**src/rtl/char_vram_writer.sv**
```systemverilog
// Character stream to VRAM writer: cursor tracking, auto-wrap, circular-row scroll, screen/row clearing.
// Optional feature: define CHAR_WRITER_BACKSPACE_EN to make 0x08 a destructive backspace.
module char_vram_writer #(
  parameter int         COLS  = 70,
  parameter int         ROWS  = 30,
  parameter logic [7:0] BLANK = 8'h20
) (
  input  logic        clk,
  input  logic        rst,
  input  logic        ch_valid,
  input  logic [7:0]  ch_data,
  output logic        ch_ready,
  input  logic        clear_req,
  output logic        vram_wen,
  output logic [11:0] vram_waddr,
  output logic [7:0]  vram_wdata,
  output logic [4:0]  cursor_row,
  output logic [6:0]  cursor_col,
  output logic [4:0]  top_row,
  output logic        busy
);

  localparam logic [6:0] COL_LAST = 7'(COLS - 1);
  localparam logic [4:0] ROW_LAST = 5'(ROWS - 1);
  localparam logic [5:0] ROWS_W   = 6'(ROWS);

  typedef enum logic [1:0] {CLR_ALL, IDLE, CLR_ROW} state_t;

  state_t      state, state_d;
  logic [4:0]  clr_row, clr_row_d;
  logic [6:0]  clr_col, clr_col_d;
  logic [4:0]  clr_target, clr_target_d;
  logic        clr_pending, clr_pending_d;
  logic [4:0]  row_d, top_d;
  logic [6:0]  col_d;
  logic        wen_d;
  logic [11:0] waddr_d;
  logic [7:0]  wdata_d;
  logic        do_nl;
  logic        take;
  logic        is_print;
  logic [4:0]  phys_row;

  // Row arithmetic is modulo ROWS; operands are always < ROWS.
  function automatic logic [4:0] row_add(input logic [4:0] a, input logic [4:0] b);
    logic [5:0] s;
    s = {1'b0, a} + {1'b0, b};
    if (s >= ROWS_W) s = s - ROWS_W;
    return s[4:0];
  endfunction

  function automatic logic [4:0] row_inc(input logic [4:0] a);
    return (a == ROW_LAST) ? 5'd0 : a + 5'd1;
  endfunction

`ifdef CHAR_WRITER_BACKSPACE_EN
  function automatic logic [4:0] row_dec(input logic [4:0] a);
    return (a == 5'd0) ? ROW_LAST : a - 5'd1;
  endfunction

  logic [4:0] phys_prev;
  assign phys_prev = row_dec(phys_row);
`endif

  assign phys_row = row_add(top_row, cursor_row);
  assign ch_ready = (state == IDLE) && !clear_req && !clr_pending;
  assign busy     = (state != IDLE);
  assign take     = ch_valid && ch_ready;
  assign is_print = (ch_data >= 8'h20) && (ch_data <= 8'h7E);

  always_ff @(posedge clk or negedge rst) begin
    if (!rst) begin
      state       <= CLR_ALL;
      clr_row     <= '0;
      clr_col     <= '0;
      clr_target  <= '0;
      clr_pending <= 1'b0;
      cursor_row  <= '0;
      cursor_col  <= '0;
      top_row     <= '0;
      vram_wen    <= 1'b0;
      vram_waddr  <= '0;
      vram_wdata  <= '0;
    end else begin
      state       <= state_d;
      clr_row     <= clr_row_d;
      clr_col     <= clr_col_d;
      clr_target  <= clr_target_d;
      clr_pending <= clr_pending_d;
      cursor_row  <= row_d;
      cursor_col  <= col_d;
      top_row     <= top_d;
      vram_wen    <= wen_d;
      vram_waddr  <= waddr_d;
      vram_wdata  <= wdata_d;
    end
  end

  always_comb begin
    state_d       = state;
    clr_row_d     = clr_row;
    clr_col_d     = clr_col;
    clr_target_d  = clr_target;
    clr_pending_d = clr_pending;
    row_d         = cursor_row;
    col_d         = cursor_col;
    top_d         = top_row;
    wen_d         = 1'b0;
    waddr_d       = vram_waddr;
    wdata_d       = vram_wdata;
    do_nl         = 1'b0;

    unique case (state)
      CLR_ALL: begin
        wen_d         = 1'b1;
        waddr_d       = {clr_row, clr_col};
        wdata_d       = BLANK;
        clr_pending_d = 1'b0;
        if (clr_col == COL_LAST) begin
          clr_col_d = '0;
          if (clr_row == ROW_LAST) begin
            state_d   = IDLE;
            clr_row_d = '0;
            row_d     = '0;
            col_d     = '0;
            top_d     = '0;
          end else begin
            clr_row_d = clr_row + 5'd1;
          end
        end else begin
          clr_col_d = clr_col + 7'd1;
        end
      end

      IDLE: begin
        if (clear_req) begin
          state_d   = CLR_ALL;
          clr_row_d = '0;
          clr_col_d = '0;
          row_d     = '0;
          col_d     = '0;
        end else if (take) begin
          if (is_print) begin
            wen_d   = 1'b1;
            waddr_d = {phys_row, cursor_col};
            wdata_d = ch_data;
            if (cursor_col == COL_LAST) do_nl = 1'b1;
            else                        col_d = cursor_col + 7'd1;
          end else if (ch_data == 8'h0A) begin
            do_nl = 1'b1;
          end else if (ch_data == 8'h0D) begin
            col_d = '0;
`ifdef CHAR_WRITER_BACKSPACE_EN
          end else if (ch_data == 8'h08) begin
            if (cursor_col != 7'd0) begin
              col_d   = cursor_col - 7'd1;
              wen_d   = 1'b1;
              waddr_d = {phys_row, cursor_col - 7'd1};
              wdata_d = BLANK;
            end else if (cursor_row != 5'd0) begin
              row_d   = cursor_row - 5'd1;
              col_d   = COL_LAST;
              wen_d   = 1'b1;
              waddr_d = {phys_prev, COL_LAST};
              wdata_d = BLANK;
            end
`endif
          end

          // Newline at the bottom scrolls: the old top row becomes the new bottom and is blanked.
          if (do_nl) begin
            col_d = '0;
            if (cursor_row != ROW_LAST) begin
              row_d = cursor_row + 5'd1;
            end else begin
              top_d        = row_inc(top_row);
              clr_target_d = top_row;
              clr_col_d    = '0;
              state_d      = CLR_ROW;
            end
          end
        end
      end

      CLR_ROW: begin
        wen_d   = 1'b1;
        waddr_d = {clr_target, clr_col};
        wdata_d = BLANK;
        if (clear_req) clr_pending_d = 1'b1;
        if (clr_col == COL_LAST) begin
          clr_col_d = '0;
          if (clr_pending || clear_req) begin
            state_d       = CLR_ALL;
            clr_row_d     = '0;
            clr_pending_d = 1'b0;
            row_d         = '0;
            col_d         = '0;
          end else begin
            state_d = IDLE;
          end
        end else begin
          clr_col_d = clr_col + 7'd1;
        end
      end

      default: state_d = CLR_ALL;
    endcase
  end

endmodule

```
**config.mk**
```make
export PLATFORM = sky130hd
export DESIGN_NAME = char_vram_writer
export DESIGN_NICKNAME = d
export VERILOG_FILES = /design/src/rtl/char_vram_writer.sv
export SDC_FILE = /design/constraint.sdc
export NUM_CORES = 1
export LEC_CHECK = 0
export ABC_AREA = 1
export CAP_MARGIN = 20
export CELL_PAD_IN_SITES_DETAIL_PLACEMENT = 1
export CELL_PAD_IN_SITES_GLOBAL_PLACEMENT = 1
export CORE_AREA = 2 2 115 83
export DETAILED_ROUTE_END_ITERATION = 8
export DIE_AREA = 0 0 117 85
export PLACE_DENSITY_LB_ADDON = 0.1
export SETUP_SLACK_MARGIN = 0.3
export SYNTH_ARGS = -nofsm -noshare
export SYNTH_HDL_FRONTEND = slang
export SYNTH_SLANG_ARGS = --single-unit
```
**constraint.sdc**
```tcl
create_clock -name clk -period 4.1 [get_ports clk]
set_input_delay 0.82 -clock clk [delete_from_list [all_inputs] [get_ports clk]]
set_output_delay 0.82 -clock clk [all_outputs]
set_load 0.02 [all_outputs]
```
### Yosys cells after proc, flatten, opt, wreduce, memory -nomap -nowiden

Cells that the tools add are included.

| storage, ports and cells | value |
|---|---|
| output and inout bits | 40 |
| register bits after elaboration | 58 |
| input bits | 12 |

| operators by class | value |
|---|---|
| mux-type cells | 69 |
| equality and inequality tests | 27 |
| bitwise gates (word level) | 2 |
| magnitude comparators | 3 |
| $add $sub $neg | 7 |
| reduce and logical (&&, ||, !) cells | 22 |

Operators by type and width:

| kind | number |
|---|---|
| $mux 7 | 16 |
| $mux 5 | 17 |
| $mux 12 | 3 |
| $pmux 12 s3 | 1 |
| $pmux 5 s3 | 2 |
| $mux 8 | 3 |
| $pmux 7 s3 | 1 |
| $ne 2x2->1 const B | 9 |
| $eq 8x4->1 const B | 2 |
| $pmux 8 s2 | 1 |
| $add 5x1->5 const B | 3 |
| $add 7x1->7 const B | 2 |
| $eq 7x7->1 const B | 2 |
| $mux 2 | 7 |
| $pmux 7 s2 | 1 |
| $mux 1 | 13 |
| $reduce_and 4->1 | 3 |
| $eq 5x5->1 const B | 2 |
| $ne 5x4->1 const B | 2 |
| $pmux 5 s2 | 1 |
| $reduce_and 5->1 | 2 |
| $reduce_and 9->1 | 1 |
| $ge 8x6->1 const B | 1 |
| $le 8x7->1 const B | 1 |
| other kinds (23) | 34 |

### Longest topological paths before layout

Gate-level depths: netlist of the first run.

| logic depth | value |
|---|---|
| word-level depth | 11 |
| gate-level depth with buffers | 14 |
| mapped depth without buffers | 14 |

### Least setup slack after synthesis of the first run

Ideal clock, no wire load.

| path | value |
|---|---|
| path type | register to register |
| from | register cursor_row[0] |
| to | register vram_waddr[10] |
| cell stages (with the launch flop) | 12 |
| clock period less this slack | 2088 ps |
| data required time | 3983 ps |
| setup slack | 2012 ps |
| arrival | 1972 ps |
| cell sequence | dfrtp_1 -> ha_1 -> fa_1 -> inv_1 -> nor2_1 -> nand3_1 -> o21ai_1 -> nand2_1 -> nand3_1 -> nand2_1 -> nand2_1 -> nand2_1 |

| on the way | value |
|---|---|
| cells in the longest elaborated chain, start to end | 7 |

Ends and longest elaborated chain:

| what | line | source |
|---|---|---|
| from (decl) | 17 | `output logic [4:0] cursor_row,` |
| from (signal assigned) | 90 | `cursor_row <= row_d;` |
| $add 5x5->6 * | 47 | `s = {1'b0, a} + {1'b0, b};` |
| $sub 5x5->5 / $ge 6x5->1 (equally long branches) | 48 | `if (s >= ROWS_W) s = s - ROWS_W;` |
| $mux 5 * | 48 |  |
| $mux 12 * | 143 | `if (is_print) begin` |
| $mux 12 * | 142 | `end else if (take) begin` |
| $mux 12 * | 136 | `if (clear_req) begin` |
| $pmux 12 s3 * | 113 | `unique case (state)` |
| to (signal assigned) | 94 | `vram_waddr <= waddr_d;` |
| to (decl) | 15 | `output logic [11:0] vram_waddr,` |

Mark *: on every way between the ends. The rest lies on a longest branch, timed or not. The select of a mux whose other input is x is not followed.
A chain may end at the register's enable or synchronous reset.

### Worst setup path after layout of the first run

| path | value |
|---|---|
| from | input port clear_req |
| to | output port ch_ready |

| on the way | value |
|---|---|
| cells in the longest elaborated chain, start to end | 3 |

Ends and longest elaborated chain:

| what | line | source |
|---|---|---|
| from (decl) | 13 | `input logic clear_req,` |
| $logic_not 1->1 | 66 | `assign ch_ready = (state == IDLE) && !clear_req && !clr_pending;` |
| $logic_and 1x1->1 (2 in a row) | 66 |  |
| to (decl) | 12 | `output logic ch_ready,` |

Every way passes these cells.

==> summary.md, run 1 <==
| Metric | Value |
|---|---|
| Status | finished clean |
| Share of the synthesized area in the top cell type | 38.1% |
| CP Max Fanout | 8 |
| Final period util | between 70% and 80% |
| Power Total | around 1.5 mW |
| Die H | between 80 and 90 µm |
| Number of buffers created by CTS | 9 |
| Final instance area | 4800 µm² |
| Clk pwr share | between 50 and 60% |
| FF+latch count, synth | 58 |
| Total die area | 9950 µm² |
| H-tree level count | 3 |
| WL per Instance | 16.3 µm |
| Core area | approximately 8900 µm² |
| Slew HR | 35.9% |
| N_diodes | 0 |
| CP dominant cell by count | clkdlybuf4s50_1 |
| Hpwl dp | 8.20 mm |
| R2R depth | 11 |
| Post-CTS Setup Inserts | 0 |
| Avg Vias per Cell | 5.12 |
| Synth Cell Area | 3800 µm² |
| Crit path largest cell delay | 0.61 ns |
| Area grow syn2layout | 26.1% |
| GRT Residual Overflow | 0 |
| Detailed-route via count | approximately 3500 |
| Synth area leader | dfrtp_1 |
| Reg2Reg Capture Point | vram_waddr[8]$_DFFE_PN0P_ |
| Slowest cell on the critical path | clkdlybuf4s50_1 |
| Synth unique cells | 41 |
| Synthesized area per cell | 7.72 µm² |
| Clock latency on the worst-skew pair | 0.33 ns |
| Nets | between 500 and 600 |
| Resize count post-CTS | 0 |
| Sw Pwr | 0.292 mW |
| Final setup viols | 0 |
| Die Wd | between 100 and 150 µm |
| Initial antenna violation count | 0 |
| CTS Hold Buffers Added | 0 |
| Most frequent cell after synthesis | nand2_1 |
| Ports | 52 |
| Net Sw Frac | 19.5% |
| Largest net degree at the start of global routing | 42 |
| GPL Wtd Cong | 0.921 |
| Internal | 1.21 mW |
| Max_cap viols | 0 |
| Main synth FF type | dfrtp_1 |
| Post-synth EDFFs | 0 |
| Synth async-reset ratio | 100% |
| FMAX | 306 MHz |
| Critical-path cell list | clkdlybuf4s50_1 > inv_4 > nand2_8 > nor2_8 > clkdlybuf4s50_1 |
| CP arrival | 2.45 ns |
| Post-synth top cells | nand2_1, inv_1, dfrtp_1, nand3_1, nor2_1 |
| R2r startpoint | cursor_row[0]$_DFFE_PN0P_ |
| Vias in the first global route | 3645 |
| Combinational share of power | 2.4% |
| CP required | 3.28 ns |
| Final-layout fill cell count | approximately 1100 |
| Area after DPL | 4450 µm² |
| Number of port buffers | 51 |
| CTS sink count | 58 |
| R2R setup slack | 1.66 ns |
| Nature of the critical path startpoint | primary input |
| First-pass GRT wire length | 18.6 mm |
| Seq pwr share | 38.2% |
| Iteration-0 DRC Markers | 193 |
| Synth Instances | 493 |
| Critical Path Start | clear_req |
| Final Hold Vio Count | 0 |
| CP Class | primary input to primary output |
| Crit path to | ch_ready |
| Worst Setup End Kind | primary output |
| Site Rows | 29 |
| First drt pass iteration count | 4 |
| Leading post-synthesis cells by cell area | dfrtp_1, nand2_1, ha_1, inv_1, nand3_1 |
| Initial Util | 42.8% |
| Share of layout cells above drive strength 1 | 11.7% |
| Max-slew violation count | 0 |
| RSZ-0062 raised after global routing | false |
| CTS tree | done |
| Worst min path class | flip-flop to flip-flop |
| Worst-margin pin slew | 0.962 ns |
| Post-synthesis sequential area ratio | roughly two fifths |
| Fin Clk Skew | between 0.003 and 0.004 ns |
| Final TNS setup | 0 ns |
| Root Driver | clkbuf_16 |
| # DRC | 0 |
| PD cells | approximately 310 nW/µm² |
| DRT Wirelength | ~11 mm |
| Minimum clock period | 3.27 ns |
| Clk pin slew, worst setup/hold paths | 0.05 ns |
| Max Root-Sink Buffers | 2 |
| Ys Warns | 0 |
| Total track usage | 24.3% |
| Post-DRT Antenna Nets | 0 |
| Synth Net Count | 526 |
| Worst VDD drop | 0.230 mV |
| Leakage | around 2.2 nW |
metal layers:
metal | global-route usage, % | routed length, µm
met1 | 33.7 | 5490
met5 | 0 | 0
met4 | 6.52 | 146
met3 | 6.36 | 453
met2 | 37.8 | 4980
cell families after synthesis:
logic type               synth area share (%)
AO/OA/AOI/OAI                            11.6
XOR/XNOR                                 2.07
adder cells (fa/ha/maj)                  7.10
buffers and inverters                    8.58
flip-flops                               38.1
AND/OR/NAND/NOR                          32.5
cell type report:
type	instances	area (µm²)	share of cell area, %
Clock buffer	11	253	5.27
Clock inverter	5	100	2.09
Inverter	69	277	5.76
Multi-Input combinational cell	358	2030	42.2
Sequential cell	58	1450	30.2
Tap cell	124	155	3.23
Timing Repair Buffer	55	536	11.2
worst min-delay path by stage:
stage / startpoint / end / slack [ns] / cells after the start
finish: vram_waddr[9]$_DFFE_PN0P_ / vram_waddr[9]$_DFFE_PN0P_ / 0.48 / 2
global route: vram_waddr[4]$_DFFE_PN0P_ / vram_waddr[4]$_DFFE_PN0P_ / 0.51 / 2
CTS: vram_waddr[11]$_DFFE_PN0P_ / vram_waddr[11]$_DFFE_PN0P_ / 0.49 / 2
detailed placement: vram_waddr[10]$_DFFE_PN0P_ / vram_waddr[10]$_DFFE_PN0P_ / 0.46 / 2
global placement: vram_waddr[8]$_DFFE_PN0P_ / vram_waddr[8]$_DFFE_PN0P_ / 0.47 / 2
floorplan: clr_target[1]$_DFFE_PN0P_ / clr_target[1]$_DFFE_PN0P_ / 0.45 / 2
worst max-delay path: cells and delay by family:
kind                   cells  cell delay, ns
and+or+nand+nor            2            0.22
buffers and inverters      3            1.41
power groups by stage:
stage               Combinational [mW]  Clock, mW  Sequential (mW)
floorplan                      0.00824          0            0.583
CTS                             0.0378      0.905            0.573
detailed placement              0.0372          0            0.583
global route                    0.0410      0.936            0.573
finish                          0.0366      0.892            0.573
global placement                0.0366          0            0.583
layout by cell type, fill, tap and decap left out, types with 10 or more instances in the layout:
cell type,netlist,routed
ha_1,20,20
nand2_1,121,121
nor3_1,10,10
nor2_1,32,32
dfrtp_1,58,58
a21oi_1,18,18
nand3_1,40,40
inv_1,59,59
o21ai_0,25,25
clkdlybuf4s50_1,0,50
o21ai_1,21,21
flip-flops by register name, indices dropped and copies added, names as in the netlist, 5 cells and up:
name / cells
vram_waddr: 12
cursor_col: 7
clr_col: 7
cursor_row: 5
top_row: 5
clr_target: 5
vram_wdata: 8
clr_row: 5
per-stage QoR:
step,worst slack (ns),hold slack (ns),util [%],instances
after detailed placement,0.831,0.464,50.0,664
final,0.832,0.479,54.0,680
after floorplan,2.01,0.453,-,493
after CTS,0.824,0.487,54.0,680
after global routing,0.775,0.507,54.0,680
after global placement,0.858,0.466,50.0,664
Power figures use the tool's default switching activity.
==> run 2, diff against run 1 <==
- CORE_AREA: 2 2 115 83 -> 2 2 119 86
- DIE_AREA: 0 0 117 85 -> 0 0 121 88
- clock period: 4.1 -> 3.4 ns (I/O delays scaled with it)
==> summary.md, run 2 (synthesized netlist as in run 1, its figures left out) <==
| Metric | Value |
|---|---|
| Status | finished clean |
| First-pass GRT wire length | 18.1 mm |
| GRT Residual Overflow | 0 |
| R2R setup slack | approximately 0.96 ns |
| Largest register FFs | 12 |
| Clk pin slew, worst setup/hold paths | around 0.050 ns |
| Max Root-Sink Buffers | 2 |
| Final Non-Filler Cells | a little under 700 |
| Fin Clk Skew | around 0.0053 ns |
| CTS sink count | slightly below 60 |
| Avg Vias per Cell | 5.03 |
| Area grow syn2layout | 24.3% |
| Worst Setup End Kind | primary output |
| H-tree level count | 3 |
| Detailed-route via count | 3450 |
| Commonest non-fill, non-tap cell in the layout | nand2_1 |
| FF/Latch Area | 1450 µm² |
| Nets | 586 |
| Final period util | 82.8% |
| Hpwl dp | approximately 8.2 mm |
| CP arrival | 2.14 ns |
| Power Total | 1.55 mW |
| R2r startpoint | cursor_row[0]$_DFFE_PN0P_ |
| CP Class | primary input to primary output |
| Clock latency on the worst-skew pair | ~0.33 ns |
| Reg2Reg Capture Point | vram_waddr[8]$_DFFE_PN0P_ |
| WL per Instance | 15.6 µm |
| Hold_ws | 0.349 ns |
| Slew HR | 61.3% |
| Inst Count DP | 670 |
| Leakage | approximately 2.2 nW |
| DRT Wirelength | 10.7 mm |
| Area of the multi-input gates | ~2000 µm² |
| Root Driver | clkbuf_16 |
| Worst-margin pin slew | 0.581 ns |
| Minimum clock period | 2.82 ns |
| Iteration-0 DRC Markers | about 130 |
| Vias in the first global route | 3644 |
| GPL Wtd Cong | roughly 0.9 |
| Top reg by flops | vram_waddr |
| Initial antenna violation count | 0 |
| CP required | approximately 2.7 ns |
| Final TNS setup | 0 ns |
| Total die area | 10600 µm² |
| Post-CTS Setup Inserts | 0 |
| Die H | 88 µm |
| Final-layout fill cell count | 1200 |
| N_diodes | 0 |
| Nature of the critical path startpoint | primary input |
| CTS tree | done |
| # DRC | 0 |
| First drt pass iteration count | 4 |
| Area after DPL | 4470 µm² |
| R2R depth | 12 |
| FMAX | 355 MHz |
| CP Max Fanout | 8 |
| Post-DRT Antenna Nets | 0 |
| Total track usage | between 20 and 25% |
| Worst min path class | primary input to asynchronous set/reset pin |
| RSZ-0062 raised after global routing | false |
| Share of layout cells above drive strength 1 | 11.5% |
| Largest regs | vram_waddr (12), vram_wdata (8) |
| Number of buffers created by CTS | 9 |
| Final setup viols | 0 |
| Die Wd | between 100 and 150 µm |
| Max_cap viols | 0 |
| Resize count post-CTS | 0 |
| Worst VDD drop | 0.303 mV |
| Initial Util | 40.1% |
| Largest net degree at the start of global routing | 26 |
| Ports | 52 |
| Commonest cells after routing, fill and taps aside | nand2_1, inv_1, dfrtp_1 |
| Number of port buffers | 51 |
| CTS Hold Buffers Added | 0 |
| Core area | 9500 µm² |
| Final Hold Vio Count | 0 |
| Site Rows | 30 |
| Max-slew violation count | 0 |
| Final instance area | 4730 µm² |
| PD cells | 328 nW/µm² |
[run 2: per-stage QoR]
| stage | setup WS (ns) | util [%] |
|---|---|---|
| floorplan | 1.31 | - |
| global placement | 0.601 | 47.0 |
| detailed placement | 0.585 | 47.0 |
| CTS | 0.579 | 49.8 |
| global route | 0.523 | 49.8 |
| finish | 0.584 | 49.8 |
[run 2: cell type report]
type,count,share of cell area [%]
clock buffer,13,5.29
clock inverter,3,0.317
inverter,69,5.85
multi-input combinational,358,42.8
sequential,58,30.7
tap,128,3.39
timing repair buffer,57,11.6
[run 2: critical path, cell delays in order]
cell	delay, ns
clkdlybuf4s50_1	0.47
inv_4	0.14
nand2_8	0.10
nor2_8	0.11
clkdlybuf4s50_1	0.62
[run 2: per-layer routing]
metal	up-vias	GRT usage (%)	wire, µm
met5	-	0	0
met4	0	5.60	96
met3	11	4.82	368
met2	55	34.7	4740
met1	1659	30.6	5470
li1	1725	-	-
[run 2: power by group]
group	leakage (nW)	internal (mW)	switching, mW	total, mW
Clock	0.133	0.509	0.304	0.812
Sequential	0.677	0.692	0	0.692
Combinational	1.38	0.0162	0.0306	0.0468
Total	2.19	1.22	0.335	1.55
[run 2: worst max-delay path by stage]
stage,startpoint,end,slack (ns),cells after the start
floorplan,cursor_row[0]$_DFFE_PN0P_,vram_waddr[10]$_DFFE_PN0P_,1.31,11
finish,clear_req,ch_ready,0.58,5
global route,clear_req,ch_ready,0.52,5
global placement,clear_req,ch_ready,0.60,5
detailed placement,clear_req,ch_ready,0.59,5
CTS,clear_req,ch_ready,0.58,5
